`src/rtl/threebit_accum_pkg.sv`:
```
// Shared types and defaults for the threebit packet accumulator.
package threebit_pkg;

   localparam int W_DEF     = 3;
   localparam int CNT_W_DEF = 4;

   // IDLE: no packet in progress, ACC: packet partially summed, HOLD: result presented
   typedef enum logic [1:0] {IDLE, ACC, HOLD} accum_state_t;

endpackage

```
`src/rtl/threebit_accum_if.sv`:
```
// Operand stream in, packet result out.
// Handshake: a beat transfers on a rising clk edge where valid && ready are both high;
// valid must not wait on ready, and ready never depends on valid.
interface threebit_accum_if import threebit_pkg::*; #(
   parameter int W     = W_DEF,
   parameter int CNT_W = CNT_W_DEF
);
   logic             in_valid;
   logic             in_ready;
   logic [W-1:0]     in_data;
   logic             in_last;
   logic             out_valid;
   logic             out_ready;
   logic [W-1:0]     out_sum;
   logic             out_ovf;
   logic [CNT_W-1:0] out_count;

   // upstream producer / downstream consumer side
   modport master (
      output in_valid, in_data, in_last, out_ready,
      input  in_ready, out_valid, out_sum, out_ovf, out_count
   );

   // accumulator side
   modport slave (
      input  in_valid, in_data, in_last, out_ready,
      output in_ready, out_valid, out_sum, out_ovf, out_count
   );
endinterface

```
`src/rtl/threebit_accum_ripple.sv`:
```
// W chained full adders; identical to the existing 3-bit ripple adder when W=3.
module accum_ripple #(
   parameter int W = 3
) (
   input  logic [W-1:0] a,
   input  logic [W-1:0] b,
   input  logic         cin,
   output logic [W-1:0] s,
   output logic         cout
);
   logic [W:0] c;

   assign c[0] = cin;

   // one full adder per bit, carry rippling upward
   for (genvar i = 0; i < W; i++) begin : g_fa
      assign s[i]   = a[i] ^ b[i] ^ c[i];
      assign c[i+1] = (a[i] & b[i]) | (c[i] & (a[i] ^ b[i]));
   end

   assign cout = c[W];
endmodule

```
`src/rtl/threebit_accum.sv`:
```
// Packet accumulator: folds operands into a running sum, presents {sum, ovf, count}
// per packet on a valid/ready result port, with zero-bubble back-to-back packets.
module threebit_accum import threebit_pkg::*; #(
   parameter int W     = W_DEF,
   parameter int CNT_W = CNT_W_DEF
) (
   input  logic                   clk,
   input  logic                   rst_n,
   input  logic                   sync_clr,
   threebit_accum_if.slave        bus,
   output accum_state_t           dbg_state
);
   localparam logic [CNT_W-1:0] CNT_MAX = '1;
   localparam logic [CNT_W-1:0] CNT_ONE = CNT_W'(1);

   accum_state_t     state_q, state_d;
   logic [W-1:0]     acc_q, acc_d;
   logic             ovf_q, ovf_d;
   logic [CNT_W-1:0] cnt_q, cnt_d;

   logic [W-1:0]     sum_w;
   logic             cout_w;
   logic             in_ready_c;
   logic             out_valid_c;
   logic             accept;

   accum_ripple #(.W(W)) u_add (
      .a    (acc_q),
      .b    (bus.in_data),
      .cin  (1'b0),
      .s    (sum_w),
      .cout (cout_w)
   );

   // state and datapath registers
   always_ff @(posedge clk or negedge rst_n) begin
      if (!rst_n) begin
         state_q <= IDLE;
         acc_q   <= '0;
         ovf_q   <= 1'b0;
         cnt_q   <= '0;
      end else begin
         state_q <= state_d;
         acc_q   <= acc_d;
         ovf_q   <= ovf_d;
         cnt_q   <= cnt_d;
      end
   end

   // handshake decode and next-state; a pop coinciding with an accept starts a new packet
   always_comb begin
      state_d     = state_q;
      acc_d       = acc_q;
      ovf_d       = ovf_q;
      cnt_d       = cnt_q;
      out_valid_c = (state_q == HOLD);
      in_ready_c  = !sync_clr && (!out_valid_c || bus.out_ready);
      accept      = bus.in_valid && in_ready_c;

      if (sync_clr) begin
         state_d = IDLE;
         acc_d   = '0;
         ovf_d   = 1'b0;
         cnt_d   = '0;
      end else begin
         case (state_q)
            IDLE, HOLD: begin
               if (accept) begin
                  acc_d   = bus.in_data;
                  ovf_d   = 1'b0;
                  cnt_d   = CNT_ONE;
                  state_d = bus.in_last ? HOLD : ACC;
               end else if (out_valid_c && bus.out_ready) begin
                  state_d = IDLE;
               end
            end
            ACC: begin
               if (accept) begin
                  acc_d   = sum_w;
                  ovf_d   = ovf_q | cout_w;
                  cnt_d   = (cnt_q == CNT_MAX) ? cnt_q : cnt_q + CNT_ONE;
                  state_d = bus.in_last ? HOLD : ACC;
               end
            end
            default: state_d = IDLE;
         endcase
      end
   end

   assign bus.in_ready  = in_ready_c;
   assign bus.out_valid = out_valid_c;
   assign bus.out_sum   = acc_q;
   assign bus.out_ovf   = ovf_q;
   assign bus.out_count = cnt_q;
   assign dbg_state     = state_q;
endmodule

```
`src/flat_wrapper.sv`:
```
// flat-port wrapper written by rule: the top's interface ports become plain ports
module threebit_accum_flat import threebit_pkg::*;
#(
   parameter int W     = W_DEF,
   parameter int CNT_W = CNT_W_DEF
)
  (clk, rst_n, sync_clr, dbg_state, bus_in_valid, bus_in_data, bus_in_last, bus_out_ready, bus_in_ready, bus_out_valid, bus_out_sum, bus_out_ovf, bus_out_count);
  threebit_accum_if #(.W(W), .CNT_W(CNT_W)) bus_i ();
  input  logic clk;
  input  logic rst_n;
  input  logic sync_clr;
  output accum_state_t dbg_state;
  input wire logic [$bits(bus_i.in_valid)-1:0] bus_in_valid;
  input wire logic [$bits(bus_i.in_data)-1:0] bus_in_data;
  input wire logic [$bits(bus_i.in_last)-1:0] bus_in_last;
  input wire logic [$bits(bus_i.out_ready)-1:0] bus_out_ready;
  output wire logic [$bits(bus_i.in_ready)-1:0] bus_in_ready;
  output wire logic [$bits(bus_i.out_valid)-1:0] bus_out_valid;
  output wire logic [$bits(bus_i.out_sum)-1:0] bus_out_sum;
  output wire logic [$bits(bus_i.out_ovf)-1:0] bus_out_ovf;
  output wire logic [$bits(bus_i.out_count)-1:0] bus_out_count;
  assign bus_i.in_valid = bus_in_valid;
  assign bus_i.in_data = bus_in_data;
  assign bus_i.in_last = bus_in_last;
  assign bus_i.out_ready = bus_out_ready;
  assign bus_in_ready = bus_i.in_ready;
  assign bus_out_valid = bus_i.out_valid;
  assign bus_out_sum = bus_i.out_sum;
  assign bus_out_ovf = bus_i.out_ovf;
  assign bus_out_count = bus_i.out_count;
  threebit_accum #(.W(W), .CNT_W(CNT_W)) u_core (.clk(clk), .rst_n(rst_n), .sync_clr(sync_clr), .bus(bus_i), .dbg_state(dbg_state));
endmodule
```
`config.mk`:
```
export PLATFORM = sky130hd
export DESIGN_NAME = threebit_accum_flat
export DESIGN_NICKNAME = d
export VERILOG_FILES = /design/src/rtl/threebit_accum_pkg.sv /design/src/rtl/threebit_accum_if.sv /design/src/rtl/threebit_accum_ripple.sv /design/src/rtl/threebit_accum.sv /design/src/flat_wrapper.sv
export SDC_FILE = /design/constraint.sdc
export NUM_CORES = 1
export LEC_CHECK = 0
export CORE_MARGIN = 8
export CORE_UTILIZATION = 47
export DETAILED_ROUTE_END_ITERATION = 10
export PLACE_DENSITY = 0.85
export SETUP_SLACK_MARGIN = 0.2
export SLEW_MARGIN = 10
export SYNTH_ARGS = -nofsm -noshare
export SYNTH_HDL_FRONTEND = slang
export SYNTH_SLANG_ARGS = --single-unit
```
`constraint.sdc`:
```
create_clock -name clk -period 2.6 [get_ports clk]
set_input_delay 0.65 -clock clk [delete_from_list [all_inputs] [get_ports clk]]
set_output_delay 0.65 -clock clk [all_outputs]
set_load 0.02 [all_outputs]
```
==> results_dict.tcl, run 1 <==
set metrics [dict create \
    cts_tree "done" \
    setup_viol 0 \
    place_congestion 0.804 \
    hp-class "flip-flop to flip-flop" \
    h-tree-depth 1 \
    wl_met1_um 673 \
    die_w_um 53.3 \
    fp.dieH_um 53.3 \
    cp.buffers_inverters 1 \
    clock_sinks 10 \
    place_hpwl_um 1310 \
    initial_core_util 0.503 \
    highest_layer "met4" \
    outcome "completed" \
    r2r-end "u_core.bus.out_sum[2]" \
    insertion_delay_ns 0.27 \
    fin_setup_tns_ns 0 \
    post-route-period-util 0.892 \
    ys.flop_type "dfrtp_1" \
    drv_slew 0 \
    finalNetCount 110 \
    async_flop_share 1.00 \
    core_um2 1300 \
    combPwrFrac 0.246 \
    portBuffers 20 \
    peakVddDrop_mv 0.418 \
    grt_overflow 0 \
    critPathKind "flip-flop to output pin" \
    drc 0 \
    die_area_um2 2840 \
    slowest_stage "clkdlybuf4s50_1" \
    grt_pass1_vias 606 \
    clk_path_buf_depth 2 \
    p_total_w 0.000416 \
    worstSetupEndpoint "bus_out_valid" \
    rsz0062_at_grt "false" \
    worstMarginPinSlew_ns 0.474 \
    dp.cells 107 \
    drive_gt1_frac 0.125 \
    drv_cap 0 \
    fillerInstances 102 \
    io_pins 21 \
    grt_max_degree 12 \
    swShare 0.286 \
    cts_buffers 3 \
    drt_iter0_drc 11 \
    viasPerCell 5.53 \
    synth_edf_count 0 \
    max_stage_delay_ns 0.63 \
    worst_ep_arrival_time_ns 1.67 \
    syn_to_final_growth_pct 41.7 \
    syn_area_per_cell_um2 9.22 \
    cp-start-kind "flip-flop" \
    required_ns 1.95 \
    hold_path.startpoint "u_core.bus.out_ovf" \
    crit_chain "nor2b_1 > clkdlybuf4s50_1" \
    dr.pass1.iters 4 \
    regToRegSetupSlack_ns 0.78 \
    met2_length_um 861 \
    final_area_um2 927 \
    crit_cells 2 \
    post_drt_wl_per_cell_um 14.9 \
    routed_wirelength_um 1650 \
    clkPwrFrac 0.337 \
    placed_cell_area_um2 885 \
    hold_buffers 0 \
    p_int_w 0.000297 \
    vias 614 \
    power_density_nw_per_um2 449 \
    worstSetupEndpointType "output pin" \
    whs_ns 0.492 \
    yosysSeqAreaShare 0.382 \
    hold_viol 0 \
    critical-path-top-delay-family "buffers and inverters" \
    antenna_cells 0 \
    r2r-start "u_core.bus.out_sum[0]" \
    detail-route-antenna-nets 0 \
    synth-seq-cells 10 \
    clockRootBuffer "clkbuf_4" \
    std_cell_rows 13 \
    grt_util_all_layers 0.127 \
    final_cells 111 \
    slew_headroom 0.683 \
    switchingPower_w 0.000119 \
    reg2reg_depth 7 \
    leakage_nw 0.378 \
    fmax_mhz 431 \
    synth_fp_nets 84 \
    synthCells 71 \
    syn_area_um2 654 \
    seq_power_share 0.417 \
    fin_skew_ns 0.0104 \
    layout_min_cycle_time_ns 2.32 \
    grt_pass1_wl_um 2730 \
    wl_met3_um 100 \
    antenna_found_initial 0 \
    critPathMaxFanout 9 \
    ys_warn_count 0 \
    clk_pin_slew_worst_paths_ns 0.07 \
    synth_cell_types 26 \
    crit_path_start "u_core.dbg_state[1]" \
]
## registers in the layout, summed over array words and instances, names as in the netlist
name and flops:
u_core.bus.out_count 4, u_core.bus.out_ovf 1, u_core.bus.out_sum 3, u_core.dbg_state 2
## power by group through the flow
stage / Sequential (W) / Combinational [W] / Clock (W)
after floorplan: 0.000184 / 0.0000427 / 0
after global placement: 0.000176 / 0.0000983 / 0
after detailed placement: 0.000177 / 0.000103 / 0
after CTS: 0.000174 / 0.000103 / 0.000143
after global routing: 0.000175 / 0.000112 / 0.000149
final: 0.000174 / 0.000102 / 0.000140
## logic make-up (layout without fill, tap and decap cells)
| logic type | after synthesis | count (layout) | synth area share |
|---|---|---|---|
| fa+ha+maj | 4 | 4 | 0.0994 |
| compound gates | 24 | 24 | 0.281 |
| simple gates | 25 | 25 | 0.191 |
| buf+inv | 8 | 33 | 0.0459 |
| flops | 10 | 10 | 0.382 |
## worst min path at each step
| stage | end | cells past startpoint |
|---|---|---|
| finish | u_core.bus.out_ovf | 1 |
| global route | u_core.bus.out_ovf | 1 |
| CTS | u_core.bus.out_ovf | 1 |
| detailed placement | u_core.bus.out_ovf | 1 |
| global placement | u_core.bus.out_ovf | 1 |
| floorplan | u_core.bus.out_count[0] | 0 |
## cell usage in the layout (no fill, tap or decap)
cell,n
nor2b_1,1
fa_2,1
and2b_1,1
a22oi_1,1
o211ai_1,1
o22a_1,2
clkbuf_8,1
buf_4,2
inv_1,7
a211oi_2,1
a31oi_1,1
a21oi_2,1
a311oi_1,1
nand2_1,5
nand2b_1,4
a41oi_2,1
ha_1,2
nor2_1,9
dfrtp_1,10
a211oi_1,1
nand3_1,3
dlygate4sd2_1,1
nor3_1,1
a311o_1,1
clkdlybuf4s50_1,19
a311oi_4,1
o21ai_1,2
fa_1,1
nor2b_4,1
o21ai_0,2
clkbuf_4,3
a21oi_1,8
## layer usage
layer / track usage / vias up
met3: 0.0588 / 4
li1: - / 303
met1: 0.135 / 294
met5: 0 / -
met4: 0.0252 / 0
met2: 0.225 / 13
## timing repair
item / 4_1_cts / 5_1_grt
buffers inserted: 0 / 0
resized for setup: 2 / 1
pin swaps: 0 / 1
hold endpoints to repair: 0 / 0
setup endpoints to repair: 2 / 1
## cell usage after synthesis, drive strengths merged (2+ instances only)
cell type | number | area, um2
a21oi | 9 | 48.8
nand3 | 3 | 15.0
o22a | 2 | 17.5
dfrtp | 10 | 250
a211oi | 2 | 15.0
nor2b | 2 | 20.0
nand2b | 4 | 25.0
nor2 | 9 | 33.8
ha | 2 | 25.0
inv | 7 | 26.3
a311oi | 2 | 35.0
fa | 2 | 40.0
nand2 | 5 | 18.8
o21ai | 4 | 20.0
## through the flow
| stage | worst slack [ns] | utilization |
|---|---|---|
| after floorplan | 0.560 | - |
| after global placement | 0.0153 | 0.680 |
| after detailed placement | -0.0866 | 0.680 |
| after CTS | 0.248 | 0.709 |
| after global routing | 0.201 | 0.713 |
| final | 0.280 | 0.713 |
## cell type report
type,count,area [um2],area share
flip-flops and latches,10,250,0.270
clock buffers,4,36.3,0.0391
inverters,7,26.3,0.0283
repair buffers,22,214,0.231
multi-input cells,53,382,0.412
well taps,15,18.8,0.0202
No activity file was read; power rests on OpenSTA's default activity.
==> inputs of run 2 (changes only) <==
SLEW_MARGIN = not set   (was 10)
==> results of run 2 <==
The final DEF is identical to that of run 1; final timing and power are the same.
==> inputs of run 3 (changes only) <==
ABC_AREA = 1   (was not set)
CORE_UTILIZATION = 49   (was 47)
MAX_ROUTING_LAYER = met4   (was not set)
PLACE_DENSITY = 0.86   (was 0.85)
==> run 3 against run 2 <==
Effect of this change: cell area up 5.3%; critical path depth up 6; wire length up 5.0%; total power down 9.4%; fmax up 1.0%; clock skew down 0.0049 ns; area after synthesis up 9.0%; via count up 14%; count of clock-buffer cells in the layout down 1; clock power down 25%; sequential cell count unchanged; sequential power about the same; largest power group unchanged.
==> results_dict.tcl, run 3 <==
set metrics [dict create \
    outcome "completed" \
    place_congestion 0.780 \
    crit_path_start "bus_in_data[0]" \
    fillerInstances 122 \
    drv_cap 0 \
    grt_most_used_layer "met2" \
    yosys.area.top_type "dfrtp_1" \
    grt_max_degree 11 \
    viasPerCell 5.15 \
    cts_tree "done" \
    worstSetupEndpointType "flip-flop" \
    worst_slack_ns 0.303 \
    dr.pass1.iters 4 \
    drv_slew 0 \
    routed_wirelength_um 1730 \
    die_area_um2 2930 \
    grt_overflow 0 \
    postCtsSetupBuffers 0 \
    synth_fp_nets 108 \
    ys_warn_count 0 \
    final_cells 136 \
    seq_area_um2 250 \
    die_w_um 54.2 \
    clk_pin_slew_worst_paths_ns 0.06 \
    rsz0062_at_grt "false" \
    met1_usage 0.146 \
    whs_ns 0.546 \
    synth_cell_types 20 \
    grt_pass1_wl_um 2890 \
    netlist.area_leader.share 0.351 \
    h-tree-depth 1 \
    std_cell_rows 13 \
    async_flop_share 1.00 \
    grt_pass1_vias 698 \
    p_total_w 0.000377 \
    fin_skew_ns 0.00545 \
    required_ns 2.79 \
    synth_edf_count 0 \
    antenna_found_initial 0 \
    vias 700 \
    syn_area_per_cell_um2 7.51 \
    finalNetCount 136 \
    critPathKind "input port to flip-flop" \
    core_um2 1330 \
    post-route-period-util 0.884 \
    ys.flop_type "dfrtp_1" \
    antenna_cells 0 \
    power_density_nw_per_um2 386 \
    post_drt_wl_per_cell_um 12.7 \
    synth_area_leaders "dfrtp_1 (35%), nand2_1 (16%), inv_1 (8.9%)" \
    slew_headroom 0.688 \
    yosysSeqAreaShare 0.351 \
    mostFrequentLayoutCells "nand2_1 (30), clkdlybuf4s50_1 (19), inv_1 (17), nand3_1 (11), dfrtp_1 (10)" \
    hold_viol 0 \
    cts_buffers 3 \
    clockRootBuffer "clkbuf_4" \
    critPathMaxFanout 2 \
    synth-seq-cells 10 \
    r2r-start "u_core.bus.out_sum[0]" \
    setup_viol 0 \
    portBuffers 20 \
    cp-start-kind "input port" \
    fmax_mhz 435 \
    hold_path.startpoint "u_core.bus.out_sum[0]" \
    clock_sinks 10 \
    drive_gt1_frac 0.132 \
    multi_input_area_um2 389 \
    insertion_delay_ns 0.27 \
    peakVddDrop_mv 0.269 \
    clk_path_buf_depth 2 \
    dp.cells 133 \
    fp.dieH_um 54.2 \
    synth_most_common_cell "nand2_1" \
    drc 0 \
    drt_iter0_drc 17 \
    grt_util_met3 0.0358 \
    leakage_nw 0.507 \
    worstMarginPinSlew_ns 0.466 \
    io_pins 21 \
    syn_to_final_growth_pct 36.8 \
    use_met2 0.233 \
    fin_setup_tns_ns 0 \
    syn_area_um2 713 \
    initial_core_util 0.535 \
    synth_common_cells "nand2_1 (30), inv_1 (17), nand3_1 (11), dfrtp_1 (10), nor2_1 (4)" \
    synthCells 95 \
    detail-route-antenna-nets 0 \
    grt_util_all_layers 0.137 \
    layout_min_cycle_time_ns 2.30 \
    final_common_cell "nand2_1" \
    place_hpwl_um 1420 \
    hp-class "flip-flop to flip-flop" \
    largest_register_ffs 4 \
    worst_ep_arrival_time_ns 2.49 \
    place_ws_ns 0.0321 \
]
-- run 3: cell count changes in the layout (fill, tap and decap cells not counted), sizes merged, moves of 2 or more --
cell | before | now
inv | 7 | 19
nand4 | 0 | 4
nand2b | 4 | 0
a311oi | 2 | 0
nand3 | 3 | 12
nor2b | 2 | 0
nor2 | 9 | 5
a21oi | 9 | 1
nand2 | 5 | 33
o22a | 2 | 0
a211oi | 2 | 0
-- run 3: kinds of logic (layout without fill, tap and decap cells) --
family          after synthesis  after routing  share of synthesized area
fa+ha+maj                     4              4                     0.0912
buf+inv                      19             45                      0.104
flops                        10             10                      0.351
simple gates                 56             56                      0.412
compound gates                6              6                     0.0421
-- run 3: metrics by stage --
step | utilization | instance area, um2
after global placement | 0.716 | 955
after global routing | 0.732 | 976
after floorplan | - | 713
after CTS | 0.732 | 976
after detailed placement | 0.716 | 955
final | 0.732 | 976
-- run 3: final timing paths --
path	depth (start not counted)	endpoint	slack [ns]
max	8	u_core.bus.out_sum[2]	0.30
min	2	u_core.bus.out_sum[0]	0.55
max reg2reg	7	u_core.bus.out_sum[2]	0.80
min reg2reg	2	u_core.bus.out_sum[0]	0.55
max in group asynchronous	1	u_core.bus.out_sum[1]	1.58
min in group asynchronous	1	u_core.dbg_state[0]	0.70
-- run 3: final cells by class --
class / count / share of cell area
repair buffers: 23 / 0.227
clock buffers: 3 / 0.0231
multi-input cells: 66 / 0.399
well taps: 15 / 0.0192
flip-flops and latches: 10 / 0.256
inverters: 19 / 0.0756
-- run 3: layer usage --
layer / share of wire / routed length, um
met2: 0.51 / 875
met5: 0 / 0
met4: 0.014 / 24
met1: 0.41 / 715
met3: 0.067 / 116
-- run 3: power breakdown --
group	internal, W	switching (W)	total [W]
Sequential	0.000163	0.00000823	0.000171
Clock	0.0000534	0.0000516	0.000105
Combinational	0.0000451	0.0000555	0.000101
-- run 3: timing repair --
item                                    in CTS  in global routing
hold buffers                                 0                  0
resized for setup                            1                  0
endpoints found under the setup margin       1                  0
-- run 3: worst max-delay path, cell delays in order --
cell	delay [ns]
clkdlybuf4s50_1	0.50
ha_1	0.15
inv_1	0.05
fa_1	0.37
fa_1	0.42
o21ai_0	0.20
nand2_1	0.07
o21ai_1	0.07
